## src/rtl/ff_arb_pkg.sv

```systemverilog
// Shared types and helpers for the flip-flop bank round-robin arbiter.
package ff_arb_pkg;

  typedef enum logic [1:0] {IDLE, GRANT, ACK, GAP} arb_state_t;

  localparam int STAT_W  = 16;
  localparam int MAX_REQ = 16;

  // Widest ack vector; callers truncate to their own NUM_REQ.
  function automatic logic [MAX_REQ-1:0] onehot(input logic [3:0] idx);
    onehot      = '0;
    onehot[idx] = 1'b1;
  endfunction

endpackage

```

## src/rtl/rr_pick.sv

```systemverilog
// Combinational round-robin priority encoder: first set req bit after ptr, with wrap.
module rr_pick #(
  parameter int NUM_REQ = 4,
  parameter int IW      = $clog2(NUM_REQ)
) (
  input  logic [NUM_REQ-1:0] req,
  input  logic [IW-1:0]      ptr,
  output logic               valid,
  output logic [IW-1:0]      idx
);

  int          k;
  logic [IW-1:0] cand;

  // Walk from the farthest candidate back to ptr+1 so the nearest set bit wins.
  always_comb begin
    valid = 1'b0;
    idx   = '0;
    k     = 0;
    cand  = '0;
    for (int i = NUM_REQ; i >= 1; i--) begin
      k = int'(ptr) + i;
      if (k >= NUM_REQ) k = k - NUM_REQ;
      cand = IW'(k);
      if (req[cand]) begin
        valid = 1'b1;
        idx   = cand;
      end
    end
  end

endmodule

```

## src/rtl/ff_share_arbiter.sv

```systemverilog
// Round-robin arbiter sharing one clock-enabled flip-flop bank between NUM_REQ producers.
// Optional per-requester saturating grant counters: define FF_ARB_STATS_EN.
//
// state | meaning
// IDLE  | waiting for a request; winner picked and data snapshotted on exit
// GRANT | CE pulsed to the bank with the snapshotted D
// ACK   | ack pulsed to the winner; rotation pointer advances
// GAP   | enforced quiet time of IDLE_GAP cycles, requests ignored
module ff_share_arbiter
  import ff_arb_pkg::*;
#(
  parameter int  NUM_REQ  = 4,
  parameter int  DATA_W   = 8,
  parameter int  IDLE_GAP = 0,
  localparam int IW       = $clog2(NUM_REQ)
) (
  input  logic                      CK,
  input  logic                      SR,
  input  logic [NUM_REQ-1:0]        req,
  input  logic [NUM_REQ*DATA_W-1:0] req_data,
  output logic                      CE,
  output logic [DATA_W-1:0]         D,
  output logic [NUM_REQ-1:0]        ack,
  output logic [IW-1:0]             grant_idx,
  output logic                      busy
`ifdef FF_ARB_STATS_EN
  ,
  output logic [NUM_REQ*STAT_W-1:0] grant_cnt
`endif
);

  localparam logic [7:0] GAP_INIT = (IDLE_GAP > 0) ? 8'(IDLE_GAP - 1) : 8'd0;

  arb_state_t        state_q, state_d;
  logic [IW-1:0]     gidx_q, gidx_d;
  logic [IW-1:0]     ptr_q, ptr_d;
  logic [DATA_W-1:0] data_q, data_d;
  logic [7:0]        gap_q, gap_d;
  logic              pick_valid;
  logic [IW-1:0]     pick_idx;

  rr_pick #(.NUM_REQ(NUM_REQ), .IW(IW)) u_pick (
    .req   (req),
    .ptr   (ptr_q),
    .valid (pick_valid),
    .idx   (pick_idx)
  );

  always_comb begin
    state_d = state_q;
    gidx_d  = gidx_q;
    ptr_d   = ptr_q;
    data_d  = data_q;
    gap_d   = gap_q;
    case (state_q)
      IDLE: begin
        if (pick_valid) begin
          gidx_d  = pick_idx;
          data_d  = req_data[pick_idx*DATA_W +: DATA_W];
          state_d = GRANT;
        end
      end
      GRANT: state_d = ACK;
      ACK: begin
        ptr_d = gidx_q;
        if (IDLE_GAP > 0) begin
          gap_d   = GAP_INIT;
          state_d = GAP;
        end else begin
          state_d = IDLE;
        end
      end
      GAP: begin
        if (gap_q == 8'd0) state_d = IDLE;
        else               gap_d   = gap_q - 8'd1;
      end
      default: state_d = IDLE;
    endcase
  end

  // Pointer resets to the top index so requester 0 wins the first round.
  always_ff @(posedge CK) begin
    if (SR) begin
      state_q <= IDLE;
      gidx_q  <= '0;
      ptr_q   <= IW'(NUM_REQ - 1);
      data_q  <= '0;
      gap_q   <= '0;
    end else begin
      state_q <= state_d;
      gidx_q  <= gidx_d;
      ptr_q   <= ptr_d;
      data_q  <= data_d;
      gap_q   <= gap_d;
    end
  end

  assign CE        = (state_q == GRANT);
  assign D         = data_q;
  assign ack       = (state_q == ACK) ? NUM_REQ'(onehot(4'(gidx_q))) : '0;
  assign grant_idx = gidx_q;
  assign busy      = (state_q != IDLE);

`ifdef FF_ARB_STATS_EN
  logic [STAT_W-1:0] cnt_q [NUM_REQ];
  logic [STAT_W-1:0] cnt_d [NUM_REQ];

  always_comb begin
    cnt_d = cnt_q;
    if (state_q == ACK && cnt_q[gidx_q] != '1)
      cnt_d[gidx_q] = cnt_q[gidx_q] + 1'b1;
  end

  always_ff @(posedge CK) begin
    if (SR) begin
      for (int i = 0; i < NUM_REQ; i++) cnt_q[i] <= '0;
    end else begin
      cnt_q <= cnt_d;
    end
  end

  for (genvar g = 0; g < NUM_REQ; g++) begin : g_cnt
    assign grant_cnt[g*STAT_W +: STAT_W] = cnt_q[g];
  end
`endif

endmodule
```

## config.mk

```make
export PLATFORM = sky130hd
export DESIGN_NAME = ff_share_arbiter
export DESIGN_NICKNAME = d
export VERILOG_FILES = /design/src/rtl/ff_arb_pkg.sv /design/src/rtl/rr_pick.sv /design/src/rtl/ff_share_arbiter.sv
export SDC_FILE = /design/constraint.sdc
export NUM_CORES = 1
export LEC_CHECK = 0
export BUFFER_PORTS_ARGS = -buffer_cell sky130_fd_sc_hd__buf_2
export CAP_MARGIN = 30
export CORE_MARGIN = 1
export CORE_UTILIZATION = 43
export DETAILED_ROUTE_END_ITERATION = 6
export PLACE_DENSITY = 0.82
export REMOVE_ABC_BUFFERS = 1
export SYNTH_ARGS = -nofsm -noshare
export SYNTH_HDL_FRONTEND = slang
export SYNTH_SLANG_ARGS = --single-unit
export TNS_END_PERCENT = 50
```

## constraint.sdc

```tcl
create_clock -name CK -period 4.57 [get_ports CK]
set_input_delay 0.457 -clock CK [delete_from_list [all_inputs] [get_ports CK]]
set_output_delay 0.457 -clock CK [all_outputs]
set_load 0.01 [all_outputs]
```

* Yosys cells after proc, flatten, opt, wreduce, memory -nomap -nowiden
Index checks and enable logic that the tools add are counted.
Storage, ports and cells: flip-flop bits (word level) 22, input bits 38, word-level logic and storage cells 64
Cells by class: add/sub/neg operators 9, order comparisons 10, eq/ne operators 5, shifts and indexed selects 1, muxes and demuxes 26, bitwise operators 1, reductions and logical operators 7
Operators with widths (number):
- indexed part select 32 x 6 -> 8 bit | 1
- two-way mux 2 bit | 10
- less-than comparator 2 x 3 -> 1 bit, second input constant | 4
- greater-or-equal comparator 3 bit, second input constant | 3
- two-way mux 1 bit | 9
- binary-select mux 1 bit (select 2 bit) | 4
- logical NOT 8 bit | 1
- case mux 2 bit (4 select lines) | 1
- subtractor 2 x 1 -> 2 bit, second input constant | 4
- subtractor 8 x 1 -> 8 bit, second input constant | 1
- adder 2 x 2 -> 3 bit, second input constant | 2
- AND reduction 2 bit | 3
- less-than comparator 2 x 5 -> 1 bit, second input constant | 1
- adder 2 x 3 -> 4 bit, second input constant | 1
- equality test 2 bit, second input constant | 2
- greater-or-equal comparator 4 x 3 -> 1 bit, second input constant | 1
- two-way mux 4 bit | 1
- inequality test 2 bit, second input constant | 2
- adder 2 x 1 -> 3 bit, second input constant | 1
- demux 1 bit (select 2 bit) | 1
- equality test 2 x 1 -> 1 bit, second input constant | 1
- greater-or-equal comparator 2 x 1 -> 1 bit, second input constant | 1
- logical NOT 2 bit | 1
- nonzero test 2 bit | 1
- other kinds (2) | 2

* Logic depth before layout (Yosys ltp)
depth in word-level cells 11, mapped depth 7, mapped depth without buffers 6

* Hierarchy
From an unflattened synthesis, not the netlist that was laid out.
Unflattened totals: cell total of the unflattened synthesis 141, area total of the unflattened synthesis 1239.9 um^2
Modules (own cells, without submodules):
- ff_share_arbiter | times used 1, cells each 127, area an instance 1148.6 um^2
- rr_pick | times used 1, cells each 14, area an instance 91.3 um^2

* Worst setup path after synthesis
OpenSTA, ideal clock, no wires.
path kind input to register, from in req[0], to reg data_q[6] (netlist: D[6]), setup time 0.088 ns, arrival 1.804 ns, data required time 4.482 ns, setup slack 2.678 ns, stages on the path 7, buffers on the path 2, cells stage by stage or4_4 -> buf_6 -> nand2_8 -> buf_12 -> a211oi_2 -> mux2_4 -> nor4_2
On the way: longest elaborated chain between the ends 7, elaborated cells on any way between the ends 18, those cells by class shift (1); mux (16); reduce/logical (1)
RTL lines:
- start: declaration | line ff_share_arbiter.sv:19 | input logic [NUM_REQ-1:0] req,
- binary-select mux 1 bit (select 2 bit) | line rr_pick.sv:25 | if (req[cand]) begin
- two-way mux 1 bit (not written as such) | line rr_pick.sv:25
- two-way mux 2 bit / two-way mux 1 bit (equally long branches) (4 in a row) | line rr_pick.sv:25
- indexed part select 32 x 6 -> 8 bit / AND reduction 2 bit (equally long branches)
- end signal: assignment | line ff_share_arbiter.sv:93 | data_q <= data_d;
- end: declaration | line ff_share_arbiter.sv:37 | logic [DATA_W-1:0] data_q, data_d;
Several ways; a longest one is shown, not always the timed one. The select of a mux whose other input is x is not followed. A chain may end at the register's enable or synchronous reset.

* Final worst setup path
from reg ptr_q[1], to reg data_q[5] (netlist: D[5])
On the way: longest elaborated chain between the ends 10, elaborated cells on any way between the ends 34, those cells by class add/sub (8); order compare (4); shift (1); mux (20); reduce/logical (1)
RTL lines:
- start: declaration | line ff_share_arbiter.sv:36 | logic [IW-1:0] ptr_q, ptr_d;
- start signal: assignment | line ff_share_arbiter.sv:86 | ptr_q <= IW'(NUM_REQ - 1);
- start signal: assignment | line ff_share_arbiter.sv:92 | ptr_q <= ptr_d;
- adder 2 x 3 -> 4 bit | line rr_pick.sv:22 | k = int'(ptr) + i;
- greater-or-equal comparator 4 x 3 -> 1 bit / subtractor 2 x 1 -> 2 bit (equally long branches) | line rr_pick.sv:23 | if (k >= NUM_REQ) k = k - NUM_REQ;
- two-way mux 2 bit | line rr_pick.sv:23
- binary-select mux 1 bit (select 2 bit) | line rr_pick.sv:25
- two-way mux 1 bit (not written as such) | line rr_pick.sv:25
- two-way mux 2 bit / two-way mux 1 bit (equally long branches) (4 in a row) | line rr_pick.sv:25
- indexed part select 32 x 6 -> 8 bit / AND reduction 2 bit (equally long branches)
Several ways; a longest one is shown, not always the timed one. The select of a mux whose other input is x is not followed.

==> impl_metrics.tcl <==
set metrics [dict create \
    p_sw_uw 151 \
    antenna_found_initial 0 \
    post_cts_buffers 0 \
    synth-seq-cells 22 \
    row_count 20 \
    gp_congestion 0.779 \
    netlist-cell-type-count 43 \
    leakagePower_uw 0.000805 \
    drive_gt1_frac 0.319 \
    critPathMaxFanout 12 \
    relSlewSlack 0.381 \
    p_seq_frac 0.430 \
    die_h_um 59.6 \
    fmax_mhz 446 \
    power_frac_comb 0.275 \
    p_per_area_mw_per_mm2 297 \
    syn_area_per_cell_um2 8.55 \
    hold_path.class "in2reg" \
    wl_per_cell_um 12.1 \
    portBuffers 53 \
    grt_pass1_wl_mm 4.73 \
    cts_tree "yes" \
    ctsHoldBuffers 0 \
    vias_per_cell 5.16 \
    synth_edf_count 0 \
    worstSkewPairLatency_ps 310 \
    pin_count 54 \
    worst_setup_path_start_kind "register" \
    slew_viol_final 0 \
    arrival_ps 2470 \
    clockBufferDepth 2 \
    antenna_left 0 \
    synthCells 167 \
    required_ps 4800 \
    syn_area_mm2 0.00143 \
    grt_start_max_net_pins 30 \
    nNetsFinal 254 \
    fin_setup_tns_ps 0 \
    setup_ws_ps 2330 \
    firstDrtPassIters 4 \
    setup_viol 0 \
    async_reset_ff_frac 0 \
    dp_hpwl_mm 2.28 \
    drtIter0Drc 63 \
    final_common_cell "buf_2" \
    clkTransAtPathRegs_ps 130 \
    num_vias 1327 \
    diodes 0 \
    final_cell_mix "53 x buf_2, 22 x dfxtp_1, 18 x nor2_1, 13 x mux2i_1, 12 x nand3_1" \
    ir_worst_vdd_mv 0.167 \
    start_util 0.460 \
    grt_overflow 0 \
    p_int_uw 361 \
    power_frac_clock 0.295 \
    cts.repair.resized 0 \
    cts_made_buffers 3 \
    finalCritPeriodShare 0.490 \
    die_area_mm2 0.00355 \
    drv_cap 0 \
    drc 0 \
    status "completed" \
    fin_crit_ps 2240 \
    grt_pass1_vias 1132 \
    pre_cts_slack_ps 2310 \
    swShare 0.295 \
    synth_flop_cell "dfxtp_1" \
    core-area_mm2 0.00310 \
    cts_htree_levels 1 \
    yosysSeqAreaShare 0.309 \
    criticalPathCategory "reg2reg" \
    yosysWarnings 0 \
    cts-root-buf "clkbuf_4" \
    finalHoldViolCount 0 \
    tightest_slew_ps 926 \
    clock-sinks 22 \
    endpoint_kind "register" \
    clock_skew_ps 0.675 \
    wirelength_mm 3.11 \
    track_usage 0.176 \
    rsz0062_at_grt "false" \
    die_x_um 59.6 \
    area_delta_synth_final_pct 20.8 \
]
routing by layer:
| metal | up-vias | share of wire | GRT usage |
|---|---|---|---|
| met4 | 0 | 0.010 | 0.0598 |
| met3 | 4 | 0.048 | 0.0306 |
| met1 | 594 | 0.47 | 0.235 |
| met5 | - | 0 | 0 |
| met2 | 35 | 0.47 | 0.286 |
| li1 | 694 | - | - |
sequential cells by signal, indices dropped and copies added (netlist names):
name and count:
D 8, gap_q 8, grant_idx 2, ptr_q 2, state_q 2
path summary, 6_finish.rpt:
kind / depth (start not counted) / slack [ps] / start / end
setup / recovery: 5 / 2330 / ptr_q[1]$_SDFFE_PP1P_ / D[5]$_SDFFE_PP0P_
setup reg to reg: 5 / 2330 / ptr_q[1]$_SDFFE_PP1P_ / D[5]$_SDFFE_PP0P_
hold / removal: 3 / 450 / req_data[26] / D[2]$_SDFFE_PP0P_
hold reg to reg: 2 / 510 / D[5]$_SDFFE_PP0P_ / D[5]$_SDFFE_PP0P_
synth_stat cells (2+ instances only):
cell       n  area [um2]
a211oi_1   9        67.6
a21oi_1    9        45.0
buf_2      3        15.0
buf_6      2        22.5
clkbuf_1   5        18.8
dfxtp_1   22         440
ha_1       2        25.0
inv_1      7        26.3
mux2i_1   13         130
nand2_1    9        33.8
nand2b_1   2        12.5
nand3_1   12        60.1
nand3b_1   8        60.1
nor2_1    18        67.6
nor2b_1    4        25.0
nor3_1     2        10.0
nor4_1     3        18.8
o221ai_1   6        52.6
or3_1      2        12.5
xor2_1     6        52.6
final cells by class:
| cell class | count | area [um2] |
|---|---|---|
| fill | 301 | 1380 |
| multi-input combinational | 127 | 885 |
| sequential | 22 | 440 |
| timing repair buffer | 53 | 265 |
| tap | 44 | 55.1 |
| clock inverter | 1 | 30.0 |
| inverter | 7 | 26.3 |
| clock buffer | 3 | 22.5 |
per-stage QoR:
stage	area (um2)	hold WS, ps	cells	util	total power [uW]
5_1_grt	1720	461	257	0.556	540
3_3_place_gp	1670	478	253	0.539	363
3_5_place_dp	1670	486	253	0.539	365
6_report	1720	448	257	0.556	512
2_1_floorplan	1350	479	156	-	313
4_1_cts	1720	451	257	0.556	514
power groups by stage:
| stage | Clock, uW | Sequential, uW | Combinational (uW) |
|---|---|---|---|
| after CTS | 152 | 220 | 142 |
| after global placement | 0 | 223 | 139 |
| after global routing | 161 | 223 | 156 |
| after floorplan | 0 | 229 | 84.5 |
| after detailed placement | 0 | 224 | 141 |
| final | 151 | 220 | 141 |
worst max-delay path: stages, from the launching register on:
cell and delay, ps:
dfxtp_1 490, mux2i_1 220, o22ai_1 160, a21oi_2 630
mux2_2 420, nor4_1 230
cell families (layout without fill, tap and decap cells):
kind of cell / after synthesis / after routing / share of synthesized area
compound gates: 34 / 34 / 0.179
xor+xnor: 7 / 7 / 0.0429
fa+ha+maj: 2 / 2 / 0.0175
buf+inv: 18 / 64 / 0.0719
flops: 22 / 22 / 0.308
mux: 15 / 15 / 0.110
simple gates: 69 / 69 / 0.271
No activity file was read; power rests on OpenSTA's default activity.
